File: config.mk
export PLATFORM = sky130hd
export DESIGN_NAME = iq_sched_flat
export DESIGN_NICKNAME = d
export VERILOG_FILES = /design/src/rtl/iq_sched_if.sv /design/src/rtl/iq_sched.sv /design/src/flat_wrapper.sv
export SDC_FILE = /design/constraint.sdc
export NUM_CORES = 1
export LEC_CHECK = 0
export ABC_CLOCK_PERIOD_IN_PS = 4710
export BUFFER_PORTS_ARGS = -buffer_cell sky130_fd_sc_hd__buf_2
export CORE_MARGIN = 2
export CORE_UTILIZATION = 45
export DETAILED_ROUTE_END_ITERATION = 12
export GPL_TIMING_DRIVEN = 0
export PLACE_DENSITY = 0.7
export SLEW_MARGIN = 20
export SYNTH_ARGS = -nofsm -noshare
export SYNTH_HDL_FRONTEND = slang
export SYNTH_SLANG_ARGS = --single-unit
File: constraint.sdc
create_clock -name clk -period 4.71 [get_ports clk]
set_input_delay 1.413 -clock clk [delete_from_list [all_inputs] [get_ports clk]]
set_output_delay 1.413 -clock clk [all_outputs]
set_load 0.05 [all_outputs]
File: src/rtl/iq_sched_if.sv
// Issue-queue scheduler bus.
// Groups the dispatch (alloc_*), wakeup (wake_sel), issue (issue_*), occupancy
// (count), flush and age-array (age_*) signals of iq_sched.
//   slave  : the scheduler side (iq_sched)
//   master : the surrounding pipeline / age-array side
interface iq_sched_if #(
    parameter int ENTRIES = 16,
    parameter int IW      = $clog2(ENTRIES)
);
    logic               flush;
    logic               alloc_valid;
    logic               alloc_rdy;
    logic               alloc_ready;
    logic [IW-1:0]      alloc_idx;
    logic [ENTRIES-1:0] wake_sel;
    logic               issue_ready;
    logic               issue_valid;
    logic [IW-1:0]      issue_idx;
    logic [IW:0]        count;
    logic               age_set_row_valid;
    logic [ENTRIES-1:0] age_set_row_sel;
    logic               age_clear_col_valid;
    logic [ENTRIES-1:0] age_clear_col_sel;
    logic [ENTRIES-1:0] age_row_sel;
    logic [ENTRIES-1:0] age_col_sel;

    modport slave (
        input  flush, alloc_valid, alloc_rdy, wake_sel, issue_ready, age_col_sel,
        output alloc_ready, alloc_idx, issue_valid, issue_idx, count,
               age_set_row_valid, age_set_row_sel, age_clear_col_valid,
               age_clear_col_sel, age_row_sel
    );

    modport master (
        output flush, alloc_valid, alloc_rdy, wake_sel, issue_ready, age_col_sel,
        input  alloc_ready, alloc_idx, issue_valid, issue_idx, count,
               age_set_row_valid, age_set_row_sel, age_clear_col_valid,
               age_clear_col_sel, age_row_sel
    );
endinterface

File: src/rtl/iq_sched.sv
// Issue-queue scheduler with an external age array.
// Each entry walks FREE -> NEW -> (WAIT ->) RDY -> FREE. Allocation picks the
// lowest FREE entry; among RDY entries the age array selects the oldest, and
// one entry may be issued per cycle alongside one allocation.
// Ports:
//   clk  : clock, all state changes on the rising edge
//   rst  : synchronous active-high reset
//   bus  : iq_sched_if.slave -- flush, alloc_*, wake_sel, issue_*, count, age_*
module iq_sched #(
    parameter int ENTRIES = 16,
    parameter int IW      = $clog2(ENTRIES)
) (
    input  logic        clk,
    input  logic        rst,
    iq_sched_if.slave   bus
);

    typedef enum logic [1:0] {
        ST_FREE = 2'd0,
        ST_NEW  = 2'd1,
        ST_WAIT = 2'd2,
        ST_RDY  = 2'd3
    } ent_state_e;

    ent_state_e         state_q [ENTRIES];
    ent_state_e         state_d [ENTRIES];
    logic [ENTRIES-1:0] new_rdy_q;      // operands ready at dispatch
    logic [IW:0]        count_q;
    logic               issue_valid_q;
    logic [IW-1:0]      issue_idx_q;
    logic               clr_vld_p1;     // column clear owed for last cycle's alloc
    logic [IW-1:0]      clr_idx_p1;

    logic [ENTRIES-1:0] free_vec;
    logic [ENTRIES-1:0] req_vec;
    logic [ENTRIES-1:0] grant;
    logic               any_free;
    logic [IW-1:0]      free_idx;
    logic [IW-1:0]      grant_idx;
    logic               alloc_acc;
    logic               issue_acc;

    // Output/decode logic from the current state
    always_comb begin
        free_vec = '0;
        req_vec  = '0;
        for (int i = 0; i < ENTRIES; i++) begin
            free_vec[i] = (state_q[i] == ST_FREE);
            req_vec[i]  = (state_q[i] == ST_RDY);
        end
    end

    // Descending scan so the lowest FREE index is the last one written
    always_comb begin
        free_idx = '0;
        any_free = 1'b0;
        for (int i = ENTRIES - 1; i >= 0; i--) begin
            if (free_vec[i]) begin
                free_idx = IW'(i);
                any_free = 1'b1;
            end
        end
    end

    // An entry is granted only if no older entry is also requesting
    assign grant = req_vec & ~bus.age_col_sel;

    // grant is one-hot, so OR-ing the set indices encodes it
    always_comb begin
        grant_idx = '0;
        for (int i = 0; i < ENTRIES; i++) begin
            if (grant[i]) grant_idx = grant_idx | IW'(i);
        end
    end

    assign alloc_acc = ~rst & ~bus.flush & bus.alloc_valid & any_free;
    assign issue_acc = ~rst & ~bus.flush & bus.issue_ready & (|grant);

    // Next-state logic per entry
    always_comb begin
        for (int i = 0; i < ENTRIES; i++) begin
            state_d[i] = state_q[i];
            case (state_q[i])
                ST_FREE: if (alloc_acc && (free_idx == IW'(i))) state_d[i] = ST_NEW;
                ST_NEW:  state_d[i] = (new_rdy_q[i] || bus.wake_sel[i]) ? ST_RDY : ST_WAIT;
                ST_WAIT: if (bus.wake_sel[i]) state_d[i] = ST_RDY;
                ST_RDY:  if (issue_acc && grant[i]) state_d[i] = ST_FREE;
                default: state_d[i] = ST_FREE;
            endcase
            if (bus.flush) state_d[i] = ST_FREE;
        end
    end

    // State register and control
    always_ff @(posedge clk) begin
        if (rst) begin
            for (int i = 0; i < ENTRIES; i++) state_q[i] <= ST_FREE;
            count_q       <= '0;
            issue_valid_q <= 1'b0;
            issue_idx_q   <= '0;
            clr_vld_p1    <= 1'b0;
        end else begin
            for (int i = 0; i < ENTRIES; i++) state_q[i] <= state_d[i];
            if (bus.flush) begin
                count_q       <= '0;
                issue_valid_q <= 1'b0;
                clr_vld_p1    <= 1'b0;
            end else begin
                count_q       <= count_q + (IW+1)'(alloc_acc) - (IW+1)'(issue_acc);
                issue_valid_q <= issue_acc;
                if (issue_acc) issue_idx_q <= grant_idx;
                clr_vld_p1    <= alloc_acc;
            end
        end
    end

    // Data-only registers; only meaningful while the matching state/valid is set
    always_ff @(posedge clk) begin
        if (alloc_acc) begin
            new_rdy_q[free_idx] <= bus.alloc_rdy;
            clr_idx_p1          <= free_idx;
        end
    end

    always_ff @(posedge clk) begin
        if (!rst && (|req_vec)) begin
            assert ($onehot(grant));
        end
    end

    assign bus.alloc_ready         = any_free;
    assign bus.alloc_idx           = free_idx;
    assign bus.issue_valid         = issue_valid_q;
    assign bus.issue_idx           = issue_idx_q;
    assign bus.count               = count_q;
    assign bus.age_set_row_valid   = alloc_acc;
    assign bus.age_set_row_sel     = ENTRIES'(1) << free_idx;
    // The pending clear always targets an entry now in NEW, never the one being allocated
    assign bus.age_clear_col_valid = clr_vld_p1 & ~rst & ~bus.flush;
    assign bus.age_clear_col_sel   = ENTRIES'(1) << clr_idx_p1;
    assign bus.age_row_sel         = req_vec;

endmodule

File: src/flat_wrapper.sv
// flat-port wrapper written by rule: the top's interface ports become plain ports
module iq_sched_flat 
#(
    parameter int ENTRIES = 16,
    parameter int IW      = $clog2(ENTRIES)
)
  (clk, rst, bus_flush, bus_alloc_valid, bus_alloc_rdy, bus_wake_sel, bus_issue_ready, bus_age_col_sel, bus_alloc_ready, bus_alloc_idx, bus_issue_valid, bus_issue_idx, bus_count, bus_age_set_row_valid, bus_age_set_row_sel, bus_age_clear_col_valid, bus_age_clear_col_sel, bus_age_row_sel);
  iq_sched_if #(.ENTRIES(ENTRIES), .IW(IW)) bus_i ();
  input  logic clk;
  input  logic rst;
  input wire logic [$bits(bus_i.flush)-1:0] bus_flush;
  input wire logic [$bits(bus_i.alloc_valid)-1:0] bus_alloc_valid;
  input wire logic [$bits(bus_i.alloc_rdy)-1:0] bus_alloc_rdy;
  input wire logic [$bits(bus_i.wake_sel)-1:0] bus_wake_sel;
  input wire logic [$bits(bus_i.issue_ready)-1:0] bus_issue_ready;
  input wire logic [$bits(bus_i.age_col_sel)-1:0] bus_age_col_sel;
  output wire logic [$bits(bus_i.alloc_ready)-1:0] bus_alloc_ready;
  output wire logic [$bits(bus_i.alloc_idx)-1:0] bus_alloc_idx;
  output wire logic [$bits(bus_i.issue_valid)-1:0] bus_issue_valid;
  output wire logic [$bits(bus_i.issue_idx)-1:0] bus_issue_idx;
  output wire logic [$bits(bus_i.count)-1:0] bus_count;
  output wire logic [$bits(bus_i.age_set_row_valid)-1:0] bus_age_set_row_valid;
  output wire logic [$bits(bus_i.age_set_row_sel)-1:0] bus_age_set_row_sel;
  output wire logic [$bits(bus_i.age_clear_col_valid)-1:0] bus_age_clear_col_valid;
  output wire logic [$bits(bus_i.age_clear_col_sel)-1:0] bus_age_clear_col_sel;
  output wire logic [$bits(bus_i.age_row_sel)-1:0] bus_age_row_sel;
  assign bus_i.flush = bus_flush;
  assign bus_i.alloc_valid = bus_alloc_valid;
  assign bus_i.alloc_rdy = bus_alloc_rdy;
  assign bus_i.wake_sel = bus_wake_sel;
  assign bus_i.issue_ready = bus_issue_ready;
  assign bus_i.age_col_sel = bus_age_col_sel;
  assign bus_alloc_ready = bus_i.alloc_ready;
  assign bus_alloc_idx = bus_i.alloc_idx;
  assign bus_issue_valid = bus_i.issue_valid;
  assign bus_issue_idx = bus_i.issue_idx;
  assign bus_count = bus_i.count;
  assign bus_age_set_row_valid = bus_i.age_set_row_valid;
  assign bus_age_set_row_sel = bus_i.age_set_row_sel;
  assign bus_age_clear_col_valid = bus_i.age_clear_col_valid;
  assign bus_age_clear_col_sel = bus_i.age_clear_col_sel;
  assign bus_age_row_sel = bus_i.age_row_sel;
  iq_sched #(.ENTRIES(ENTRIES), .IW(IW)) u_core (.clk(clk), .rst(rst), .bus(bus_i));
endmodule
# Word-level counts from Yosys, hierarchy flattened
# Memory sizes are Yosys's and may differ from the RTL's.
# Index checks and enable logic that the tools add are counted.
dict set report op_classes {
  addsub 2
  n_lt_le_gt_ge 2
  n_eq_ne 63
  shifts 2
  muxes 165
  bitwise_logic 27
  n_reduce_logical 69
}
# op n
set ops {}
lappend ops {{$mux W2} 82}
lappend ops {{$pmux W2 S4} 16}
lappend ops {{$mux W4} 24}
lappend ops {{$eq A2 B2 Y1 const B} 32}
lappend ops {{$mux W1} 37}
lappend ops {{$logic_and A1 B1 Y1} 33}
lappend ops {{$eq A2 B1 Y1 const B} 16}
lappend ops {{$eq A4 B4 Y1 const B} 8}
lappend ops {{$logic_not A2 Y1} 16}
lappend ops {{$shl A1 B4 Y16 const A} 2}
lappend ops {{$and A16 B16 Y16} 1}
lappend ops {{$bwmux W16} 1}
lappend ops {{$eq A4 B3 Y1 const B} 4}
lappend ops {{$logic_or A1 B1 Y1} 16}
lappend ops {{$not A16 Y16} 1}
lappend ops {{$or A1 B1 Y1} 16}
lappend ops {{$reduce_or A16 Y1} 1}
lappend ops {{$mux W3} 4}
lappend ops {{$eq A4 B2 Y1 const B} 2}
lappend ops {{$and A1 B1 Y1} 7}
lappend ops {{$add A5 B1 Y5} 1}
lappend ops {{$lt A4 B5 Y1 const B} 1}
lappend ops {{$sub A5 B1 Y5} 1}
lappend ops {{$demux W1 S4} 1}
lappend ops {{6 further kinds} 7}
dict set report word_totals {
  register_bits 31
  mem_bits_rw 32
  in_bits 38
  out_inout_bits 65
  wordCells 337
  n_memories 1
}
# memory depth width rd rd_ports_with_merged_regs wr line_no
set mem_list {}
lappend mem_list {u_core.state_q 16 2 16 0 16 iq_sched.sv:25} ;# ent_state_e state_q [ENTRIES];

# Logic depth before layout (Yosys ltp)
# Gate-level depths: netlist of the first run.
# An unclocked memory read counts as a cell.
dict set report logic_depth {
  word_depth 24
  mapped_depth 16
  mapped_depth_nobuf 14
}

# Worst setup path after synthesis of the first run
# No wires, ideal clock.
dict set report synth_timing {
  path_type {reg2out}
  from {memory u_core.state_q[0][0] in the netlist's numbering}
  to {output bus_age_set_row_sel[10]}
  t_arrival_ns 2.955
  required_ns 3.297
  setup_slack_ns 0.342
  stages_incl_launch_ff 10
  n_path_buf 2
  path_cell_list {dfxtp_1 -> inv_1 -> ha_1 -> buf_2 -> nor4_1 -> a21oi_1 -> inv_1 -> clkbuf_1 -> nand2_1 -> nor2_1}
}
# element line_no
set synth_rtl {}
lappend synth_rtl {{from (decl)} iq_sched.sv:25}
lappend synth_rtl {{to (decl)} flat_wrapper.sv:23} ;# output wire logic [$bits(bus_i.age_set_row_sel)-1:0] bus_age_set_row_sel;

# Worst setup path after layout of the first run
dict set report layout_timing {
  from {input rst}
  to {output bus_age_clear_col_valid}
}
dict set report layout_via {
  elab_chain_len 3
}
# element line_no
set layout_rtl {}
lappend layout_rtl {{from (decl)} flat_wrapper.sv:10} ;# input logic rst;
lappend layout_rtl {{$not A1 Y1} iq_sched.sv:139} ;# assign bus.age_clear_col_valid = clr_vld_p1 & ~rst & ~bus.flush;
lappend layout_rtl {{$and A1 B1 Y1 (2 in series)} iq_sched.sv:139}
lappend layout_rtl {{to (decl)} flat_wrapper.sv:24} ;# output wire logic [$bits(bus_i.age_clear_col_valid)-1:0] bus_age_clear_col_valid;
# No other way between the ends.

==> run summary, run 1 <==
Cells after Synth = 581
Avg Cell Area, Syn = 8.321 um2
Root Buffer = clkbuf_8
Crit path arrival time = 3.15 ns
Post-synth top area share = 0.1812
Vias per cell = 5.659
RSZ-0062 raised after global routing = false
Number of global-route vias before repair = 4244
Number of synthesized flops with an enable pin = 20
Placed Instances = 819
First-pass GRT wire length = 21170 um
Slew headroom = 0.5313
Max IR drop VDD = 146.2 uV
Initial antenna violation count = 0
Max Cap Viol = 0
Post-synthesis sequential area ratio = 0.3023
Synth top area cells = ha_1 (18%), dfxtp_1 (18%), edfxtp_1 (12%)
RePlAce Congestion = 0.8565
Antenna-violating nets left = 0
Post-Syn Area = 0.004835 mm2
Sequential cell area = 0.001461 mm2
Cts hold-fix bufs = 0
Filler instances = 979
Post-Route WL = 13920 um
Status = finished, final reports clean
Area taken by multi-input logic gates = 0.003082 mm2
Min-delay src = u_core.bus.issue_idx[1]
Power Dens Cells = 197.7 mW/mm2
Ant. Diodes = 0
P&R area growth vs syn = 18.04%
Critical Path RT = 3.30 ns
Most frequent cell after synthesis = ha_1
FF+latch count, synth = 63
Total Nets Final = 802
Final Critical Period = 4.565 ns
# port buffers = 102
Final-report setup violation count = 0
Worst-path maximum fanout = 10
Pin count of the biggest net entering global routing = 17
Primary FF master, synth = dfxtp_1
Starting density of the core = 0.4662
Final Hold Viols = 0
DIE AREA = 0.01159 mm2
Lkg Pwr = 2.485 nW
Dpl hpwl = 10660 um
Die Ht = 107.7 um
Core ar. = 0.01037 mm2
Worst R2R Start = u_core.state_q[6][0]
CP Launch Type = input port
Syn nets = 690
Skew final = 0.01244 ns
Layout cells sized above 1 = 0.2049
Largest area contributor in the netlist = ha_1
Slew at the pin closest to its max-slew limit = 0.7030 ns
Min-Delay Path Class = reg -> reg
Yosys warnings = 0
Die Wd = 107.7 um
CTS tree = yes
H-tree levels = 3
Routed len/inst = 16.69 um
Synth top cells by count = ha_1 (70), nor2_1 (65), inv_1 (57)
Asr flop ratio synth = 0
GRT Total Usage = 0.2387
TritonRoute pass-1 iters = 5
Setup crit start = rst
Clock tree buffer depth = 2
Final core utilization = 0.5503
Final Slew Violations = 0
GRT overflow = 0
DRC violations left = 0
Layout Cells excl Fill = 834
Crit end category = primary output
Setup bufs post-CTS = 0
Reg clk slew, reported paths = 0.07 ns
Setup Crit Path Kind = in -> out
CTS Buf Count = 9
CTS sink cnt = 63
Number of distinct library cells after synthesis = 61
Clk_lat worst skew = 0.36 ns
Initial DRC count = 379
Ratio of final minimum period to clock period = 0.9691
Site Rows = 37
IO Count = 103
Via count of the routed design = 4720
Fmax = 0.2191 GHz
==> final timing paths <==
check | end | slack [ns] | depth (start not counted)
worst max-delay path | bus_age_clear_col_valid | 0.15 | 6
worst min-delay path | u_core.bus.issue_idx[1] | 0.50 | 2
worst max register to register | u_core.bus.count[4] | 0.95 | 16
worst min register to register | u_core.bus.issue_idx[1] | 0.50 | 2
==> cell families after synthesis <==
family	count (synthesis)	synth area share
and+or+nand+nor	214	0.2156
AOI/OAI and AO/OA	141	0.1975
buffers and inverters	73	0.06082
adders and majority gates	71	0.1853
DFF	63	0.3023
muxes	15	0.03131
xor gates and xnor gates	4	0.007248
==> flip-flops by register name (all words and copies together) (netlist names) <==
name	flops
u_core.bus.issue_valid	1
u_core.new_rdy_q	16
u_core.clr_vld_p1	1
u_core.bus.count	5
u_core.clr_idx_p1	4
u_core.state_q	32
u_core.bus.issue_idx	4
==> cell usage in the layout (no fill, tap or decap), types with 3 or more instances in the layout <==
| cell | synthesis | routed |
|---|---|---|
| buf_2 | 4 | 107 |
| ha_1 | 70 | 70 |
| nor2_1 | 65 | 65 |
| inv_1 | 57 | 56 |
| nand2_1 | 51 | 50 |
| dfxtp_1 | 43 | 43 |
| o21ai_0 | 42 | 42 |
| a21oi_1 | 30 | 30 |
| nor3_1 | 26 | 26 |
| edfxtp_1 | 20 | 20 |
| o211ai_1 | 19 | 19 |
| nand2b_1 | 15 | 15 |
| nor2b_1 | 15 | 15 |
| mux2i_1 | 14 | 14 |
| and3_1 | 10 | 10 |
| o31ai_1 | 9 | 9 |
| clkbuf_8 | 0 | 9 |
| nor4_1 | 6 | 6 |
| clkbuf_1 | 8 | 6 |
| a211oi_1 | 6 | 6 |
| a21o_1 | 4 | 4 |
| and2_1 | 4 | 4 |
| nand3_1 | 4 | 4 |
| or3_1 | 3 | 3 |
| a41o_1 | 3 | 3 |
| clkinvlp_4 | 0 | 3 |
==> area by class of cell <==
class / count / share of cell area
sequential: 63 / 0.2561
clock inverter: 6 / 0.01074
clock buffer: 10 / 0.02236
inverter: 58 / 0.03815
multi-input combinational: 445 / 0.5400
timing repair buffer: 102 / 0.08945
buffer: 14 / 0.01337
tap: 136 / 0.02982
==> per-stage QoR <==
| step | power, W | setup TNS (ns) | setup slack (ns) | hold slack (ns) | cell area [um2] |
|---|---|---|---|---|---|
| 2_1_floorplan | 0.0006230 | 0 | 0.3422 | 0.4709 | 4835 |
| 3_5_place_dp | 0.0006681 | -0.2254 | -0.2254 | 0.4799 | 5515 |
| 3_3_place_gp | 0.0006666 | -0.2312 | -0.2312 | 0.4685 | 5515 |
| 4_1_cts | 0.001132 | 0 | 0.01130 | 0.4928 | 5707 |
| 5_1_grt | 0.001164 | 0 | 0.02199 | 0.5212 | 5707 |
| 6_report | 0.001128 | 0 | 0.1454 | 0.5004 | 5707 |
==> where the power goes <==
group	leakage, nW	total (W)	switching, W	internal (W)
logic	1.87	0.0000921	0.0000667	0.0000254
registers	0.529	0.000565	0.00000320	0.000562
clock network	0.0859	0.000471	0.000229	0.000242
==> repair_timing <==
item	CTS	global route
endpoints found under the setup margin	5	11
gates resized for setup	2	4
gates cloned	0	0
==> worst max-delay path, cell delays in order <==
cell,delay (ns)
buf_2,0.14
nor2_1,0.42
clkbuf_2,0.35
clkbuf_2,0.35
and2_1,0.20
buf_2,0.27
==> layer usage <==
| metal | vias to the layer above | share of wire | GRT usage |
|---|---|---|---|
| li1 | 2266 | - | - |
| met1 | 2225 | 0.43 | 0.3123 |
| met2 | 211 | 0.48 | 0.4039 |
| met3 | 18 | 0.077 | 0.04116 |
| met4 | 0 | 0.016 | 0.06777 |
| met5 | - | 0 | 0 |
(Power assumes the default switching activity.)
==> run 2: changes to the inputs <==
REMOVE_ABC_BUFFERS = 1   (was not set)
==> run summary, run 2 (synthesis gave the netlist of run 1 again) <==
Status = finished, final reports clean (unchanged)
Fmax = 0.2255 GHz (was 0.2191 GHz)
Commonest cells after routing, fill and taps aside = buf_2 (102), ha_1 (70), nor2_1 (64), inv_1 (55), nand2_1 (50) (was buf_2 (107), ha_1 (70), nor2_1 (65), inv_1 (56), nand2_1 (50))
CP Launch Type = input port (unchanged)
Busiest grt layer = met2 (unchanged)
Site Rows = 37 (unchanged)
Pwr Total = 0.001189 W (was 0.001128 W)
Lkg Pwr = 2.504 nW (was 2.485 nW)
Post-Route WL = 13520 um (was 13920 um)
GRT overflow = 0 (unchanged)
Dpl hpwl = 10330 um (was 10660 um)
Final Slew Violations = 0 (unchanged)
Psw = 0.0002949 W (was 0.0002993 W)
Slew at the pin closest to its max-slew limit = 0.6946 ns (was 0.7030 ns)
Cts hold-fix bufs = 0 (unchanged)
Power Dens Cells = 205.8 mW/mm2 (was 197.7 mW/mm2)
Final Hold Viols = 0 (unchanged)
Initial antenna violation count = 0 (unchanged)
Final core utilization = 0.5573 (was 0.5503)
CP max-delay cell = nor2_4 (was nor2_1)
CTS tree = yes (unchanged)
First-pass GRT wire length = 21110 um (was 21170 um)
Met2 global-route usage = 0.4007 (was 0.4039)
Critical Path RT = 3.30 ns (about the same)
GRT Total Usage = 0.2357 (was 0.2387)
Crit path arrival time = 3.02 ns (was 3.15 ns)
Clk pwr share = 0.447 (was 0.418)
Max Cap Viol = 0 (unchanged)
Core ar. = 0.01037 mm2 (unchanged)
Slowest stage delay, CP = 0.41 ns (was 0.42 ns)
P&R area growth vs syn = 19.54% (was 18.04%)
Total Nets Final = 795 (was 802)
CTS Buf Count = 9 (unchanged)
Slew headroom = 0.5369 (was 0.5313)
Reg power frac = 0.475 (was 0.501)
Min-Delay Path Class = reg -> reg (unchanged)
RePlAce Congestion = 0.8570 (was 0.8565)
Worst path bufs/invs = 3 (was 4)
Clock tree buffer depth = 2 (unchanged)
Antenna-violating nets left = 0 (unchanged)
Root Buffer = clkbuf_8 (unchanged)
Via count of the routed design = 4610 (was 4720)
Die Ht = 107.7 um (unchanged)
Ant. Diodes = 0 (unchanged)
Worst path cell trace = buf_2 -> nor2_4 -> buf_16 -> nand2_1 -> a21oi_2 -> buf_2 (was buf_2 -> nor2_1 -> clkbuf_2 -> clkbuf_2 -> and2_1 -> buf_2)
Starting density of the core = 0.4662 (unchanged)
Layout cells sized above 1 = 0.2156 (was 0.2049)
Max reg flops = 32 (unchanged)
Vias per cell = 5.574 (was 5.659)
Die Wd = 107.7 um (unchanged)
Final Critical Period = 4.435 ns (was 4.565 ns)
Sw frac = 0.2480 (was 0.2653)
Hold WS = 0.4663 ns (was 0.5004 ns)
Top delay family on crit path = buffers and inverters (unchanged)
DRC violations left = 0 (unchanged)
Met1 GRT Util = 0.2849 (was 0.3123)
Filler instances = 969 (was 979)
TritonRoute pass-1 iters = 4 (was 5)
Clk_lat worst skew = 0.37 ns (was 0.36 ns)
Number of global-route vias before repair = 4279 (was 4244)
H-tree levels = 3 (unchanged)
Skew final = 0.009524 ns (was 0.01244 ns)
CTS sink cnt = 63 (unchanged)
Crit end category = primary output (unchanged)
Pin count of the biggest net entering global routing = 22 (was 17)
Max IR drop VDD = 129.3 uV (was 146.2 uV)
Met3 GRT Util = 0.04116 (unchanged)
Worst-path maximum fanout = 21 (was 10)
Initial DRC count = 255 (was 379)
Internal power = 0.0008945 W (was 0.0008287 W)
CP dominant cell by count = buf_2
# port buffers = 102 (unchanged)
Top reg by flops = u_core.state_q (unchanged)
Most common cell after layout, fill and taps aside = buf_2 (unchanged)
RSZ-0062 raised after global routing = false (unchanged)
IO Count = 103 (unchanged)
DIE AREA = 0.01159 mm2 (unchanged)
Final-report setup violation count = 0 (unchanged)
Routed len/inst = 16.34 um (was 16.69 um)
Reg clk slew, reported paths = 0.07 ns (about the same)
Ratio of final minimum period to clock period = 0.9416 (was 0.9691)
Setup Crit Path Kind = in -> out (unchanged)
Comb pwr share = 0.078 (was 0.082)
## run 2: changes by cell type in the layout (fill, tap and decap cells not counted), moves of 2 or more
cell	before	now
buf_6	2	0
clkbuf_2	2	0
a21oi_1	30	28
buf_2	107	102
clkbuf_1	6	0
clkbuf_8	9	11
buf_4	0	5
## run 2: power groups by stage
stage               clock network, W   logic, W  registers [W]
floorplan                          0  0.0000436       0.000578
global placement                   0  0.0000847       0.000577
detailed placement                 0  0.0000913       0.000577
CTS                         0.000540  0.0000916       0.000565
global route                0.000562  0.0000989       0.000565
finish                      0.000531  0.0000930       0.000565
## run 2: area by class of cell
cell class	count	area (um2)	share of cell area
clock buffers	12	176.4	0.03053
clock inverters	4	50.05	0.008660
inverters	58	225.2	0.03897
multi-input cells	445	3105	0.5373
flip-flops and latches	63	1461	0.2529
well taps	136	170.2	0.02944
repair buffers	109	590.6	0.1022
## run 2: tightest hold or removal path: stages, from the launching register on
cell	delay [ns]
dfxtp_1	0.32
nand2_1	0.05
a21oi_1	0.05
## run 2: path summary, 6_finish.rpt
| kind | from | endpoint | slack, ns | depth (start not counted) |
|---|---|---|---|---|
| setup / recovery | rst | bus_age_set_row_valid | 0.27 | 6 |
| hold / removal | u_core.bus.issue_idx[1] | u_core.bus.issue_idx[1] | 0.47 | 2 |
| setup reg to reg | u_core.state_q[6][0] | u_core.bus.count[4] | 0.71 | 14 |
| hold reg to reg | u_core.bus.issue_idx[1] | u_core.bus.issue_idx[1] | 0.47 | 2 |
## run 2: routing by layer
metal  part of all wire  routed length (um)
met3              0.071                 965
met2               0.49                6567
met1               0.41                5568
met5                  0                   0
met4              0.031                 413
## run 2: metrics by stage
stage / area, um2 / cells / setup TNS, ns / worst slack [ns]
3_3_place_gp: 5439 / 804 / -32.98 / -1.734
6_report: 5779 / 827 / 0 / 0.2749
5_1_grt: 5779 / 827 / 0 / 0.07396
3_5_place_dp: 5489 / 806 / -2.097 / -0.4039
2_1_floorplan: 4758 / 566 / -1.181 / -0.6194
4_1_cts: 5727 / 822 / 0 / 0.07015
## run 2: timing repair
| action | 4_1_cts | 5_1_grt |
|---|---|---|
| pin swaps | 0 | 0 |
| gates resized for setup | 3 | 5 |
| buffers inserted | 0 | 5 |
| endpoints found under the setup margin | 15 | 9 |
==> run 3: changes to the inputs <==
CORE_ASPECT_RATIO = 1.2   (was not set)
==> run summary, run 3 (synthesis gave the netlist of run 1 again) <==
Lkg Pwr = 2.533 nW (was 2.504 nW)
Pwr Total = 0.001334 W (was 0.001189 W)
Max IR drop VDD = 159.8 uV (was 129.3 uV)
Worst R2R Path Depth = 14 (unchanged)
Initial antenna violation count = 0 (unchanged)
Top delay family on crit path = compound AO/OA/AOI/OAI gates (was buffers and inverters)
Filler instances = 978 (was 969)
RePlAce Congestion = 0.9119 (was 0.8570)
Dpl hpwl = 10310 um (was 10330 um)
Commonest cells after routing, fill and taps aside = buf_2 (102), ha_1 (70), nor2_1 (64), inv_1 (56), nand2_1 (50) (was buf_2 (102), ha_1 (70), nor2_1 (64), inv_1 (55), nand2_1 (50))
Area taken by multi-input logic gates = 0.003104 mm2 (was 0.003105 mm2)
Ant. Diodes = 0 (unchanged)
Final-report setup violation count = 0 (unchanged)
Post-Route WL = 13370 um (was 13520 um)
Sw frac = 0.2274 (was 0.2480)
Via count of the routed design = 4587 (was 4610)
Cts hold-fix bufs = 0 (unchanged)
Clk_lat worst skew = 0.33 ns (was 0.37 ns)
Final Hold Viols = 0 (unchanged)
Worst-path maximum fanout = 11 (was 21)
Site Rows = 41 (was 37)
IO Count = 103 (unchanged)
Worst path bufs/invs = 3 (unchanged)
Routed len/inst = 16.37 um (was 16.34 um)
Psw = 0.0003033 W (was 0.0002949 W)
Worst setup margin = 0.2381 ns (was 0.2749 ns)
CTS sink cnt = 63 (unchanged)
CP Launch Type = flop (was input port)
Status = finished, final reports clean (unchanged)
Dpl ws = -0.4048 ns (was -0.4039 ns)
Worst path cell trace = inv_1 -> ha_1 -> nor2_1 -> o31ai_1 -> a211o_1 -> a21oi_4 -> clkinvlp_4 -> nand2_1 -> nor2_1 -> buf_2 (was buf_2 -> nor2_4 -> buf_16 -> nand2_1 -> a21oi_2 -> buf_2)
GRT overflow = 0 (unchanged)
Sequential cell area = 0.001461 mm2 (unchanged)
Top reg by flops = u_core.state_q (unchanged)
Slew headroom = 0.5342 (was 0.5369)
Max Cap Viol = 0 (unchanged)
# port buffers = 102 (unchanged)
CTS Buf Count = 9 (unchanged)
Max reg flops = 32 (unchanged)
Slew at the pin closest to its max-slew limit = 0.6988 ns (was 0.6946 ns)
H-tree levels = 3 (unchanged)
Root Buffer = clkbuf_16 (was clkbuf_8)
Critical Path RT = 3.30 ns (about the same)
Core ar. = 0.01052 mm2 (was 0.01037 mm2)
Die Ht = 117.5 um (was 107.7 um)
Setup TNS = 0 ns (unchanged)
Setup Crit Path Kind = reg -> out (was in -> out)
Ratio of final minimum period to clock period = 0.9494 (was 0.9416)
DIE AREA = 0.01159 mm2 (about the same)
Total Nets Final = 792 (was 795)
GRT Total Usage = 0.2297 (was 0.2357)
CTS tree = yes (unchanged)
Reg clk slew, reported paths = 0.05 ns (was 0.07 ns)
Final core utilization = 0.5525 (was 0.5573)
Antenna-violating nets left = 0 (unchanged)
Vias per cell = 5.614 (was 5.574)
RSZ-0062 raised after global routing = false (unchanged)
Initial DRC count = 192 (was 255)
Fmax = 0.2236 GHz (was 0.2255 GHz)
Skew final = 0.007600 ns (was 0.009524 ns)
Clock tree buffer depth = 2 (unchanged)
DRC violations left = 0 (unchanged)
Final Slew Violations = 0 (unchanged)
First-pass GRT wire length = 21270 um (was 21110 um)
Slowest stage delay, CP = 0.43 ns (was 0.41 ns)
CP dominant cell by count = nor2_1 (was buf_2)
Reg power frac = 0.424 (was 0.475)
Layout cells sized above 1 = 0.2049 (was 0.2156)
Die Wd = 98.62 um (was 107.7 um)
Most common cell after layout, fill and taps aside = buf_2 (unchanged)
Crit end category = primary output (unchanged)
Hold WS = 0.4699 ns (was 0.4663 ns)
Final Critical Period = 4.472 ns (was 4.435 ns)
Power Dens Cells = 229.6 mW/mm2 (was 205.8 mW/mm2)
Comb pwr share = 0.068 (was 0.078)
Pin count of the biggest net entering global routing = 33 (was 22)
Internal power = 0.001031 W (was 0.0008945 W)
Starting density of the core = 0.4597 (was 0.4662)
CP max-delay cell = a21oi_4 (was nor2_4)
TritonRoute pass-1 iters = 5 (was 4)
P&R area growth vs syn = 20.19% (was 19.54%)
Levels on crit path = 10 (was 6)
Crit path arrival time = 3.06 ns (was 3.02 ns)
Clk pwr share = 0.508 (was 0.447)
Min-Delay Path Class = reg -> reg (unchanged)
Cell count of the worst hold path = 2 (unchanged)
Number of global-route vias before repair = 4395 (was 4279)
run 3: stage by stage:
step / area (um2) / cells
6_report: 5811 / 817
5_1_grt: 5811 / 817
4_1_cts: 5786 / 815
3_5_place_dp: 5473 / 799
3_3_place_gp: 5430 / 797
2_1_floorplan: 4758 / 566
run 3: layer usage:
| metal | wire length, um | global-route usage | vias up |
|---|---|---|---|
| met2 | 6826 | 0.4137 | 167 |
| li1 | - | - | 2238 |
| met1 | 5425 | 0.2748 | 2151 |
| met5 | 0 | 0 | - |
| met4 | 368 | 0.09247 | 0 |
| met3 | 753 | 0.02613 | 31 |
run 3: power groups by stage:
stage	Combinational, W	Sequential, W	Clock (W)
2_1_floorplan	0.0000436	0.000578	0
3_3_place_gp	0.0000834	0.000577	0
3_5_place_dp	0.0000895	0.000577	0
4_1_cts	0.0000900	0.000566	0.000682
5_1_grt	0.0000972	0.000566	0.000710
6_report	0.0000908	0.000566	0.000677
run 3: path summary, 6_finish.rpt:
check                           slack (ns)                      end               startpoint
worst max register to register        0.68      u_core.bus.count[4]     u_core.state_q[6][0]
worst max-delay path                  0.24  bus_age_set_row_sel[15]    u_core.state_q[11][0]
worst min register to register        0.47  u_core.bus.issue_idx[1]  u_core.bus.issue_idx[1]
worst min-delay path                  0.47  u_core.bus.issue_idx[1]  u_core.bus.issue_idx[1]
run 3: final cells by class:
type                    instances  area share
repair buffers                106     0.09647
inverters                      58     0.03811
flip-flops and latches         63      0.2515
clock inverters                 3    0.006891
multi-input cells             445      0.5342
well taps                     129     0.02778
clock buffers                  13     0.04500
run 3: worst reg2reg max path: stages, from the launching register on:
cell and delay [ns]:
dfxtp_1 0.37, ha_1 0.28, nor2b_1 0.18, or4_4 0.53
nor4_1 0.33, or2_2 0.50, inv_2 0.21, ha_1 0.32
inv_1 0.04, ha_1 0.20, fa_1 0.42, a21o_1 0.20
a21oi_1 0.17, xnor2_1 0.13, nor2_1 0.05
run 3: timing repair:
action	in CTS	in global routing
setup endpoints to repair	13	6
gates cloned	0	0
buffers inserted	0	2
resized for setup	3	3
